==> config.mk <==
export PLATFORM = sky130hd
export DESIGN_NAME = regfile_wb_scheduler_flat
export DESIGN_NICKNAME = d
export VERILOG_FILES = /design/src/rtl/regfile_wb_scheduler_pkg.sv /design/src/rtl/regfile_wb_scheduler_if.sv /design/src/rtl/wb_result_fifo.sv /design/src/rtl/regfile_wb_scheduler.sv /design/src/flat_wrapper.sv
export SDC_FILE = /design/constraint.sdc
export NUM_CORES = 1
export LEC_CHECK = 0
export ABC_AREA = 1
export ABC_CLOCK_PERIOD_IN_PS = 3510
export BUFFER_PORTS_ARGS = -buffer_cell sky130_fd_sc_hd__buf_2
export CORE_MARGIN = 2
export CORE_UTILIZATION = 45
export DETAILED_ROUTE_END_ITERATION = 8
export PLACE_DENSITY = 0.7
export SLEW_MARGIN = 20
export SYNTH_ARGS = -nofsm -noshare
export SYNTH_HDL_FRONTEND = slang
export SYNTH_SLANG_ARGS = --single-unit
==> constraint.sdc <==
create_clock -name clk -period 3.51 [get_ports clk]
set_clock_uncertainty 0.15 [all_clocks]
set_input_delay 0.351 -clock clk [delete_from_list [all_inputs] [get_ports clk]]
set_output_delay 0.351 -clock clk [all_outputs]
set_load 0.1 [all_outputs]
==> src/rtl/regfile_wb_scheduler_pkg.sv <==
// Shared register-file constants and the write-back entry type used by the scheduler,
// its result FIFO and the bus interface.
package regfile_wb_scheduler_pkg;

  localparam int NUM_REGS  = 15;
  localparam int REG_IDX_W = 4;
  localparam int DATA_W    = 32;

  typedef logic [REG_IDX_W-1:0] reg_idx_t;
  typedef logic [DATA_W-1:0]    reg_data_t;

  localparam reg_idx_t PC_IDX = 4'hF;

  typedef struct packed {
    reg_idx_t  dest;
    reg_data_t data;
  } wb_entry_t;

  function automatic logic is_pc(input reg_idx_t idx);
    return idx == PC_IDX;
  endfunction

endpackage

==> src/rtl/regfile_wb_scheduler_if.sv <==
// Bundles the WB-stage, multi-cycle unit, hazard and register-file signals around the
// scheduler; master is the surrounding pipeline, slave is the scheduler.
interface regfile_wb_scheduler_if;
  import regfile_wb_scheduler_pkg::*;

  logic      pipe_wr_en;
  reg_idx_t  pipe_dest;
  reg_data_t pipe_result;
  logic      pipe_stall;

  logic      mc_issue;
  reg_idx_t  mc_issue_dest;
  logic      mc_issue_ready;

  logic      mc_valid;
  reg_idx_t  mc_dest;
  reg_data_t mc_result;
  logic      mc_ready;

  reg_idx_t  src1;
  reg_idx_t  src2;
  logic      hazard1;
  logic      hazard2;

  reg_idx_t  Dest_WB;
  reg_data_t Result_WB;
  logic      writebackEn;
  logic      illegal_dest;

  modport master (
    output pipe_wr_en, pipe_dest, pipe_result,
    output mc_issue, mc_issue_dest,
    output mc_valid, mc_dest, mc_result,
    output src1, src2,
    input  pipe_stall, mc_issue_ready, mc_ready, hazard1, hazard2,
    input  Dest_WB, Result_WB, writebackEn, illegal_dest
  );

  modport slave (
    input  pipe_wr_en, pipe_dest, pipe_result,
    input  mc_issue, mc_issue_dest,
    input  mc_valid, mc_dest, mc_result,
    input  src1, src2,
    output pipe_stall, mc_issue_ready, mc_ready, hazard1, hazard2,
    output Dest_WB, Result_WB, writebackEn, illegal_dest
  );

endinterface

==> src/rtl/wb_result_fifo.sv <==
// Small circular FIFO holding multi-cycle results ({dest,data}) until they win the
// register-file write port. DEPTH must be a power of two so the pointers wrap naturally.
module wb_result_fifo
  import regfile_wb_scheduler_pkg::*;
#(
  parameter int DEPTH = 2
) (
  input  logic      clk,
  input  logic      rst,
  input  logic      push_i,
  input  wb_entry_t push_data_i,
  input  logic      pop_i,
  output wb_entry_t head_o,
  output logic      full_o,
  output logic      empty_o
);

  localparam int PTR_W = $clog2(DEPTH);
  localparam int CNT_W = PTR_W + 1;

  wb_entry_t        mem_q [DEPTH];
  logic [PTR_W-1:0] wr_ptr_q;
  logic [PTR_W-1:0] rd_ptr_q;
  logic [CNT_W-1:0] count_q;
  logic             do_push;
  logic             do_pop;

  assign full_o  = (count_q == CNT_W'(DEPTH));
  assign empty_o = (count_q == '0);
  assign do_push = push_i && !full_o;
  assign do_pop  = pop_i && !empty_o;
  assign head_o  = mem_q[rd_ptr_q];

  always_ff @(posedge clk) begin
    if (do_push) begin
      mem_q[wr_ptr_q] <= push_data_i;
    end
  end

  // Storage needs no reset: an empty count makes stale entries unreachable.
  always_ff @(posedge clk or posedge rst) begin
    if (rst) begin
      wr_ptr_q <= '0;
      rd_ptr_q <= '0;
      count_q  <= '0;
    end else begin
      if (do_push) begin
        wr_ptr_q <= wr_ptr_q + PTR_W'(1);
      end
      if (do_pop) begin
        rd_ptr_q <= rd_ptr_q + PTR_W'(1);
      end
      case ({do_push, do_pop})
        2'b10:   count_q <= count_q + CNT_W'(1);
        2'b01:   count_q <= count_q - CNT_W'(1);
        default: count_q <= count_q;
      endcase
    end
  end

endmodule

==> src/rtl/regfile_wb_scheduler.sv <==
// Arbitrates the single register-file write port between the WB stage and buffered
// multi-cycle results, and tracks pending multi-cycle destinations for hazard detection.
module regfile_wb_scheduler
  import regfile_wb_scheduler_pkg::*;
#(
  parameter int FIFO_DEPTH = 2,
  parameter int MAX_WAIT   = 4
) (
  input logic                   clk,
  input logic                   rst,
  regfile_wb_scheduler_if.slave bus_if
);

  localparam int                WAIT_W     = $clog2(MAX_WAIT + 1);
  localparam logic [WAIT_W-1:0] WAIT_LIMIT = WAIT_W'(MAX_WAIT);

  wb_entry_t           head;
  wb_entry_t           push_entry;
  logic                fifo_full;
  logic                fifo_empty;
  logic                head_valid;
  logic                forced;
  logic                head_grant;
  logic                pipe_grant;
  logic                issue_acc;

  logic [WAIT_W-1:0]   wait_cnt_q;
  logic [WAIT_W-1:0]   wait_cnt_d;
  logic [NUM_REGS-1:0] pending_q;
  logic [NUM_REGS-1:0] pending_d;
  logic [NUM_REGS-1:0] set_mask;
  logic [NUM_REGS-1:0] clr_mask;
  logic [NUM_REGS:0]   pending_ext;

  reg_idx_t            dest_wb_q;
  reg_idx_t            dest_wb_d;
  reg_data_t           result_wb_q;
  reg_data_t           result_wb_d;
  logic                wb_en_q;
  logic                wb_en_d;
  logic                from_mc_q;
  logic                from_mc_d;
  logic                illegal_q;
  logic                illegal_d;

  assign push_entry = '{dest: bus_if.mc_dest, data: bus_if.mc_result};

  wb_result_fifo #(.DEPTH(FIFO_DEPTH)) u_fifo (
    .clk         (clk),
    .rst         (rst),
    .push_i      (bus_if.mc_valid),
    .push_data_i (push_entry),
    .pop_i       (head_grant),
    .head_o      (head),
    .full_o      (fifo_full),
    .empty_o     (fifo_empty)
  );

  // Pipe has priority unless it is idle or the head has starved for MAX_WAIT cycles.
  assign head_valid = !fifo_empty;
  assign forced     = (wait_cnt_q >= WAIT_LIMIT);
  assign head_grant = head_valid && (!bus_if.pipe_wr_en || forced);
  assign pipe_grant = bus_if.pipe_wr_en && !head_grant;

  // Bit 15 is a constant zero so the PC index never reports a hazard or blocks issue.
  assign pending_ext = {1'b0, pending_q};

  assign bus_if.pipe_stall     = bus_if.pipe_wr_en && head_grant;
  assign bus_if.mc_ready       = !fifo_full;
  assign bus_if.mc_issue_ready = !pending_ext[bus_if.mc_issue_dest];
  assign bus_if.hazard1        = pending_ext[bus_if.src1];
  assign bus_if.hazard2        = pending_ext[bus_if.src2];
  assign bus_if.Dest_WB        = dest_wb_q;
  assign bus_if.Result_WB      = result_wb_q;
  assign bus_if.writebackEn    = wb_en_q;
  assign bus_if.illegal_dest   = illegal_q;

  assign issue_acc = bus_if.mc_issue && bus_if.mc_issue_ready;

  always_comb begin
    wb_en_d     = 1'b0;
    from_mc_d   = 1'b0;
    dest_wb_d   = dest_wb_q;
    result_wb_d = result_wb_q;
    illegal_d   = illegal_q;
    wait_cnt_d  = wait_cnt_q;

    if (head_grant) begin
      if (is_pc(head.dest)) begin
        illegal_d = 1'b1;
      end else begin
        wb_en_d     = 1'b1;
        from_mc_d   = 1'b1;
        dest_wb_d   = head.dest;
        result_wb_d = head.data;
      end
    end else if (pipe_grant) begin
      if (is_pc(bus_if.pipe_dest)) begin
        illegal_d = 1'b1;
      end else begin
        wb_en_d     = 1'b1;
        dest_wb_d   = bus_if.pipe_dest;
        result_wb_d = bus_if.pipe_result;
      end
    end

    if (issue_acc && is_pc(bus_if.mc_issue_dest)) begin
      illegal_d = 1'b1;
    end

    if (!head_valid || head_grant) begin
      wait_cnt_d = '0;
    end else if (wait_cnt_q < WAIT_LIMIT) begin
      wait_cnt_d = wait_cnt_q + WAIT_W'(1);
    end
  end

  // A pending bit is released only once its multi-cycle write has been presented.
  always_comb begin
    set_mask = '0;
    clr_mask = '0;
    for (int i = 0; i < NUM_REGS; i++) begin
      set_mask[i] = issue_acc && (bus_if.mc_issue_dest == reg_idx_t'(i));
      clr_mask[i] = wb_en_q && from_mc_q && (dest_wb_q == reg_idx_t'(i));
    end
    pending_d = (pending_q & ~clr_mask) | set_mask;
  end

  always_ff @(posedge clk or posedge rst) begin
    if (rst) begin
      wait_cnt_q  <= '0;
      pending_q   <= '0;
      dest_wb_q   <= '0;
      result_wb_q <= '0;
      wb_en_q     <= 1'b0;
      from_mc_q   <= 1'b0;
      illegal_q   <= 1'b0;
    end else begin
      wait_cnt_q  <= wait_cnt_d;
      pending_q   <= pending_d;
      dest_wb_q   <= dest_wb_d;
      result_wb_q <= result_wb_d;
      wb_en_q     <= wb_en_d;
      from_mc_q   <= from_mc_d;
      illegal_q   <= illegal_d;
    end
  end

endmodule

==> src/flat_wrapper.sv <==
// flat-port wrapper written by rule: the top's interface ports become plain ports
module regfile_wb_scheduler_flat import regfile_wb_scheduler_pkg::*;
#(
  parameter int FIFO_DEPTH = 2,
  parameter int MAX_WAIT   = 4
)
  (clk, rst, bus_if_pipe_wr_en, bus_if_pipe_dest, bus_if_pipe_result, bus_if_mc_issue, bus_if_mc_issue_dest, bus_if_mc_valid, bus_if_mc_dest, bus_if_mc_result, bus_if_src1, bus_if_src2, bus_if_pipe_stall, bus_if_mc_issue_ready, bus_if_mc_ready, bus_if_hazard1, bus_if_hazard2, bus_if_Dest_WB, bus_if_Result_WB, bus_if_writebackEn, bus_if_illegal_dest);
  regfile_wb_scheduler_if bus_if_i ();
  input logic clk;
  input logic rst;
  input wire logic [$bits(bus_if_i.pipe_wr_en)-1:0] bus_if_pipe_wr_en;
  input wire logic [$bits(bus_if_i.pipe_dest)-1:0] bus_if_pipe_dest;
  input wire logic [$bits(bus_if_i.pipe_result)-1:0] bus_if_pipe_result;
  input wire logic [$bits(bus_if_i.mc_issue)-1:0] bus_if_mc_issue;
  input wire logic [$bits(bus_if_i.mc_issue_dest)-1:0] bus_if_mc_issue_dest;
  input wire logic [$bits(bus_if_i.mc_valid)-1:0] bus_if_mc_valid;
  input wire logic [$bits(bus_if_i.mc_dest)-1:0] bus_if_mc_dest;
  input wire logic [$bits(bus_if_i.mc_result)-1:0] bus_if_mc_result;
  input wire logic [$bits(bus_if_i.src1)-1:0] bus_if_src1;
  input wire logic [$bits(bus_if_i.src2)-1:0] bus_if_src2;
  output wire logic [$bits(bus_if_i.pipe_stall)-1:0] bus_if_pipe_stall;
  output wire logic [$bits(bus_if_i.mc_issue_ready)-1:0] bus_if_mc_issue_ready;
  output wire logic [$bits(bus_if_i.mc_ready)-1:0] bus_if_mc_ready;
  output wire logic [$bits(bus_if_i.hazard1)-1:0] bus_if_hazard1;
  output wire logic [$bits(bus_if_i.hazard2)-1:0] bus_if_hazard2;
  output wire logic [$bits(bus_if_i.Dest_WB)-1:0] bus_if_Dest_WB;
  output wire logic [$bits(bus_if_i.Result_WB)-1:0] bus_if_Result_WB;
  output wire logic [$bits(bus_if_i.writebackEn)-1:0] bus_if_writebackEn;
  output wire logic [$bits(bus_if_i.illegal_dest)-1:0] bus_if_illegal_dest;
  assign bus_if_i.pipe_wr_en = bus_if_pipe_wr_en;
  assign bus_if_i.pipe_dest = bus_if_pipe_dest;
  assign bus_if_i.pipe_result = bus_if_pipe_result;
  assign bus_if_i.mc_issue = bus_if_mc_issue;
  assign bus_if_i.mc_issue_dest = bus_if_mc_issue_dest;
  assign bus_if_i.mc_valid = bus_if_mc_valid;
  assign bus_if_i.mc_dest = bus_if_mc_dest;
  assign bus_if_i.mc_result = bus_if_mc_result;
  assign bus_if_i.src1 = bus_if_src1;
  assign bus_if_i.src2 = bus_if_src2;
  assign bus_if_pipe_stall = bus_if_i.pipe_stall;
  assign bus_if_mc_issue_ready = bus_if_i.mc_issue_ready;
  assign bus_if_mc_ready = bus_if_i.mc_ready;
  assign bus_if_hazard1 = bus_if_i.hazard1;
  assign bus_if_hazard2 = bus_if_i.hazard2;
  assign bus_if_Dest_WB = bus_if_i.Dest_WB;
  assign bus_if_Result_WB = bus_if_i.Result_WB;
  assign bus_if_writebackEn = bus_if_i.writebackEn;
  assign bus_if_illegal_dest = bus_if_i.illegal_dest;
  regfile_wb_scheduler #(.FIFO_DEPTH(FIFO_DEPTH), .MAX_WAIT(MAX_WAIT)) u_core (.clk(clk), .rst(rst), .bus_if(bus_if_i));
endmodule
# After elaboration in Yosys (flattened, before gate mapping)
# Memories as Yosys holds them, arrays and structs flattened.
# Cells that the tools add are included.
# op_classes
add_sub_neg,5
magnitude_cmp,5
n_eq_ne,37
mux,29
n_bitwise,3
reduce_logical,55
# ops
op,count
$mux W32,4
$eq A4 B4 Y1 const B,17
$logic_and A1 B1 Y1,38
$eq A4 B3 Y1 const B,8
$eq A4 B2 Y1 const B,4
$mux W4,4
$and A15 B15 Y15,1
$lt A4 B5 Y1 const B,3
$mux W1,15
$not A15 Y15,1
$or A15 B15 Y15,1
$bmux W1 S4,3
$eq A4 B1 Y1 const B,2
$logic_not A4 Y1,2
$mux W3,2
$reduce_and A3 Y1,2
$reduce_bool A2 Y1,3
$reduce_bool A3 Y1,2
$logic_not A1 Y1,5
$eq A2 B2 Y1 const B,2
$pmux W2 S2,1
$add A3 B1 Y3 const B,1
$ge A3 B3 Y1 const B,1
$lt A3 B3 Y1 const B,1
other kinds (9),11
# word_totals
regBits,61
mem_bits_rw,72
inputBits,89
out_inout_bits,43
wordCells,145
memories,1
# mem_list
memory,depth,width,rd,rd_ports_with_merged_regs,wr,line,rtl
u_core.u_fifo.mem_q,2,36,1,0,1,wb_result_fifo.sv:21,wb_entry_t mem_q [DEPTH];

# Logic depth before layout (Yosys ltp)
# logic_depth
depth_word,8
mapped_depth,11

# Hierarchy
# From an unflattened synthesis, not the netlist that was laid out.
# hier_totals
cells_unflattened,725
hier_area_um2,6262.3
# modules_own_cells
mod,n_inst,cells_per_inst,area_each_um2
regfile_wb_scheduler,1,504,3338.2
wb_result_fifo,1,221,2924.1

# Least setup slack after synthesis
# No wires, ideal clock.
# synth_timing
path_kind,register to register
from,reg u_core.u_fifo.count_q[0]
to,mem u_core.u_fifo.mem_q[1][0] (netlist bit) (enable)
setup_time_ns,0.431
arrival_time_ns,2.917
setup_slack_ns,0.013
path_stages_with_launch,5
period_less_slack_ns,3.497
cell_sequence,dfrtp_1 > inv_1 > nand2_1 > nand2_1 > nor2_1
# synth_via
elab_chain_cells,5
# synth_lines
item,line,rtl
from (decl),wb_result_fifo.sv:24,logic [CNT_W-1:0] count_q;
from (signal assigned),wb_result_fifo.sv:54,2'b10: count_q <= count_q + CNT_W'(1);
from (signal assigned),wb_result_fifo.sv:55,2'b01: count_q <= count_q - CNT_W'(1);
from (signal assigned),wb_result_fifo.sv:56,default: count_q <= count_q;
$eq A2 B2 Y1,wb_result_fifo.sv:28,assign full_o = (count_q == CNT_W'(DEPTH));
$logic_not A1 Y1,n/a,
via bus_if_mc_ready,flat_wrapper.sv:23,output wire logic [$bits(bus_if_i.mc_ready)-1:0] bus_if_mc_ready;
$logic_and A1 B1 Y1,wb_result_fifo.sv:30,assign do_push = push_i && !full_o;
$mux W1,wb_result_fifo.sv:35,if (do_push) begin
$mux W1 (implied by the code),wb_result_fifo.sv:36,mem_q[wr_ptr_q] <= push_data_i;
to (decl),wb_result_fifo.sv:21,
# The timed path passes the listed nets, and every way through them passes these cells.

# Worst setup path in the final report
# layout_timing
from,reg u_core.u_fifo.count_q[0]
to,out bus_if_pipe_stall
# layout_via
elab_chain_cells,4
# layout_lines
item,line,rtl
$logic_not A2 Y1,wb_result_fifo.sv:29,assign empty_o = (count_q == '0);
$logic_not A1 Y1,regfile_wb_scheduler.sv:60,assign head_valid = !fifo_empty;
$logic_and A1 B1 Y1,regfile_wb_scheduler.sv:62,assign head_grant = head_valid && (!bus_if.pipe_wr_en || forced);
$logic_and A1 B1 Y1,regfile_wb_scheduler.sv:68,assign bus_if.pipe_stall = bus_if.pipe_wr_en && head_grant;
to (decl),flat_wrapper.sv:21,output wire logic [$bits(bus_if_i.pipe_stall)-1:0] bus_if_pipe_stall;
# Every way passes these cells.

==> run summary <==
Area delta synth->final: 28.3%
Vias per cell: 5.31
Tcrit/Tclk final: 76.7%
Num CTS Buffers: 17
Port buffer count: 131
Clk root buf: clkbuf_16
Synth cell types: 29
Setup TNS: 0 ns
Crit Path Max Fanout: 28
CTS tree: built
Drt first pass iters: 7
Status: finished, violations left
Antenna diode count: 0
Post-route ant nets: 0
Vias: 5304
Final Hold Fails: 33
Top cells by area, synth: edfxtp_1, dfrtp_1, nand2_1
Sw power: 3.88 mW
Syn avg cell area: 9.29 µm²
Ratio of cells with drive above 1 in the final layout: 21.5%
WHS: -0.0174 ns
Vias in the first global route: 5209
Comb power frac: 46.2%
Pre-CTS setup slack: 1.09 ns
Most frequent cells in the layout: nand2_1, buf_2, nor2_1
Yosys top cell by area: edfxtp_1
Per-cell routed wire length: 15.8 µm
Worst hold path class: in2async
Sw Ratio: 49.7%
Post-DP HPWL: 10.1 mm
Critical Setup Path Class: reg2out
Clk pwr share: 21.0%
Clock sink total: 133
Setup Viol. Count Final: 0
GP Congestion: 0.868
Row count: 42
Chip Height: 119 µm
CP Launch Type: register
Max rail drop VDD: 0.000836 V
CP endpoint kind: output pin
Crit path DAT: 2.19 ns
First-pass GRT wire length: 25.3 mm
GRT Overall Usage: 23.2%
Largest net degree at the start of global routing: 50
Max H-tree Level: 4
Internal power: 3.93 mW
Final Power: 7.81 mW
Fin crit period: 2.69 ns
Mapped Area: 5990 µm²
RSZ-0062 raised after global routing: false
Slew HR: 40.4%
Worst-path clk slew: 0.05 ns
Core ar.: 13100 µm²
Filler cell count: 1166
Final WL: 15.7 mm
Violated checks: hold timing
Clock Latency Late Sink: 0.41 ns
Most common cell after layout, fill and taps aside: nand2_1
Clk buf depth: 2
Slew at the pin closest to its max-slew limit: 0.893 ns
Fmax: 0.372 GHz
Seq pwr share: 32.8%
Lkg Pwr: 3.48 nW
Max Transition Viols Final: 0
DRC viols: 0
#FFs+latches synth: 133
Critical Path RT: 3.01 ns
Syn nets: 736
Total congestion overflow: 0
Max_cap viols: 0
Die Area: 14300 µm²
Synth Instances: 645
Starting Density: 45.6%
PD cells: 1020 nW/µm²
Antenna violations before repair: 0
Final WS setup: 0.819 ns
NumNets Final: 900
Synth top area share: 36.1%
Share of the yosys chip area belonging to registers: 61.5%
Die width: 119 µm
Starting DRC count in detailed routing: 431
Syn. warnings: 0
I/O pins: 132
-- state kept, by name, summed over array words and instances (netlist names) --
register,flops
u_core.bus_if.Result_WB,32
u_core.bus_if.Dest_WB,4
u_core.pending_q,15
u_core.u_fifo.wr_ptr_q,1
u_core.u_fifo.count_q,2
u_core.bus_if.illegal_dest,1
u_core.from_mc_q,1
u_core.u_fifo.mem_q,72
u_core.wait_cnt_q,3
u_core.bus_if.writebackEn,1
u_core.u_fifo.rd_ptr_q,1
-- synth_stat cells, drive strengths merged --
| library cell | number |
|---|---|
| o21ai | 32 |
| nor2 | 81 |
| dfrtp | 61 |
| nand2 | 215 |
| o31ai | 1 |
| buf | 22 |
| a31oi | 37 |
| nand3b | 1 |
| ha | 2 |
| inv | 33 |
| o22ai | 1 |
| o221ai | 1 |
| xnor2 | 2 |
| xor2 | 1 |
| nand4 | 2 |
| a21oi | 4 |
| clkbuf | 8 |
| nand3 | 59 |
| edfxtp | 72 |
| clkinv | 2 |
| o211ai | 8 |
-- routing by layer --
layer	routed length, µm	track usage [%]	vias up
met5	0	0	-
met4	394	11.1	0
met3	1230	4.89	34
met2	7800	39.1	252
met1	6320	28.4	2517
li1	-	-	2501
-- final timing paths --
| check | startpoint | to | slack (ns) | cells after the start |
|---|---|---|---|---|
| hold reg to reg | u_core.wait_cnt_q[0] | u_core.wait_cnt_q[0] | 0.28 | 1 |
| setup reg to reg | u_core.u_fifo.rd_ptr_q | u_core.bus_if.Result_WB[26] | 1.04 | 8 |
| hold / removal | rst | u_core.bus_if.Result_WB[4] | -0.02 | 2 |
| setup / recovery | u_core.u_fifo.count_q[0] | bus_if_pipe_stall | 0.82 | 5 |
| max in group asynchronous | rst | u_core.pending_q[7] | 2.37 | 3 |
| min in group clk | bus_if_mc_valid | u_core.u_fifo.wr_ptr_q | 0.06 | 3 |
-- repair_timing --
item	in CTS	in global routing
setup endpoints to repair	0	0
hold buffers	36	0
gates resized for setup	0	0
buffers inserted	0	0
endpoints found under the hold margin	72	0
-- stage by stage --
| stage | utilization [%] | cell area (µm²) | cells |
|---|---|---|---|
| 2_1_floorplan | - | 5990 | 645 |
| 3_3_place_gp | 51.5 | 6770 | 930 |
| 3_5_place_dp | 51.5 | 6770 | 930 |
| 4_1_cts | 58.5 | 7690 | 998 |
| 5_1_grt | 58.5 | 7690 | 998 |
| 6_report | 58.5 | 7690 | 998 |
-- power groups by stage --
stage	clock [mW]	combinational (mW)	sequential, mW
after floorplan	0	1.35	4.04
after global routing	1.74	3.86	2.61
after CTS	1.66	3.61	2.55
final	1.64	3.61	2.56
after detailed placement	0	3.57	2.57
after global placement	0	3.52	2.55
-- cell families (layout without fill, tap and decap cells) --
group | Yosys count | in the layout | synth area share [%]
AO/OA/AOI/OAI | 84 | 84 | 8.43
adder cells (fa/ha/maj) | 2 | 2 | 0.417
buffers and inverters | 65 | 242 | 5.09
AND/OR/NAND/NOR | 358 | 358 | 24.1
flip-flops | 133 | 133 | 61.5
XOR/XNOR | 3 | 3 | 0.438
-- critical path, stage by stage (launching register included) --
cell and delay, ns:
dfrtp_1 0.42, nor2_1 0.11, a21oi_4 0.56, inv_2 0.10, nor2_1 0.13, buf_2 0.44
-- cell type report --
class	instances	area, µm²	area share (%)
Clock buffer	28	538	7.00
Clock inverter	4	20.0	0.260
Inverter	35	131	1.71
Multi-Input combinational cell	447	2020	26.2
Sequential cell	133	3690	48.0
Tap cell	176	220	2.86
Timing Repair Buffer	175	1080	14.0
No activity file was read; power rests on OpenSTA's default activity.
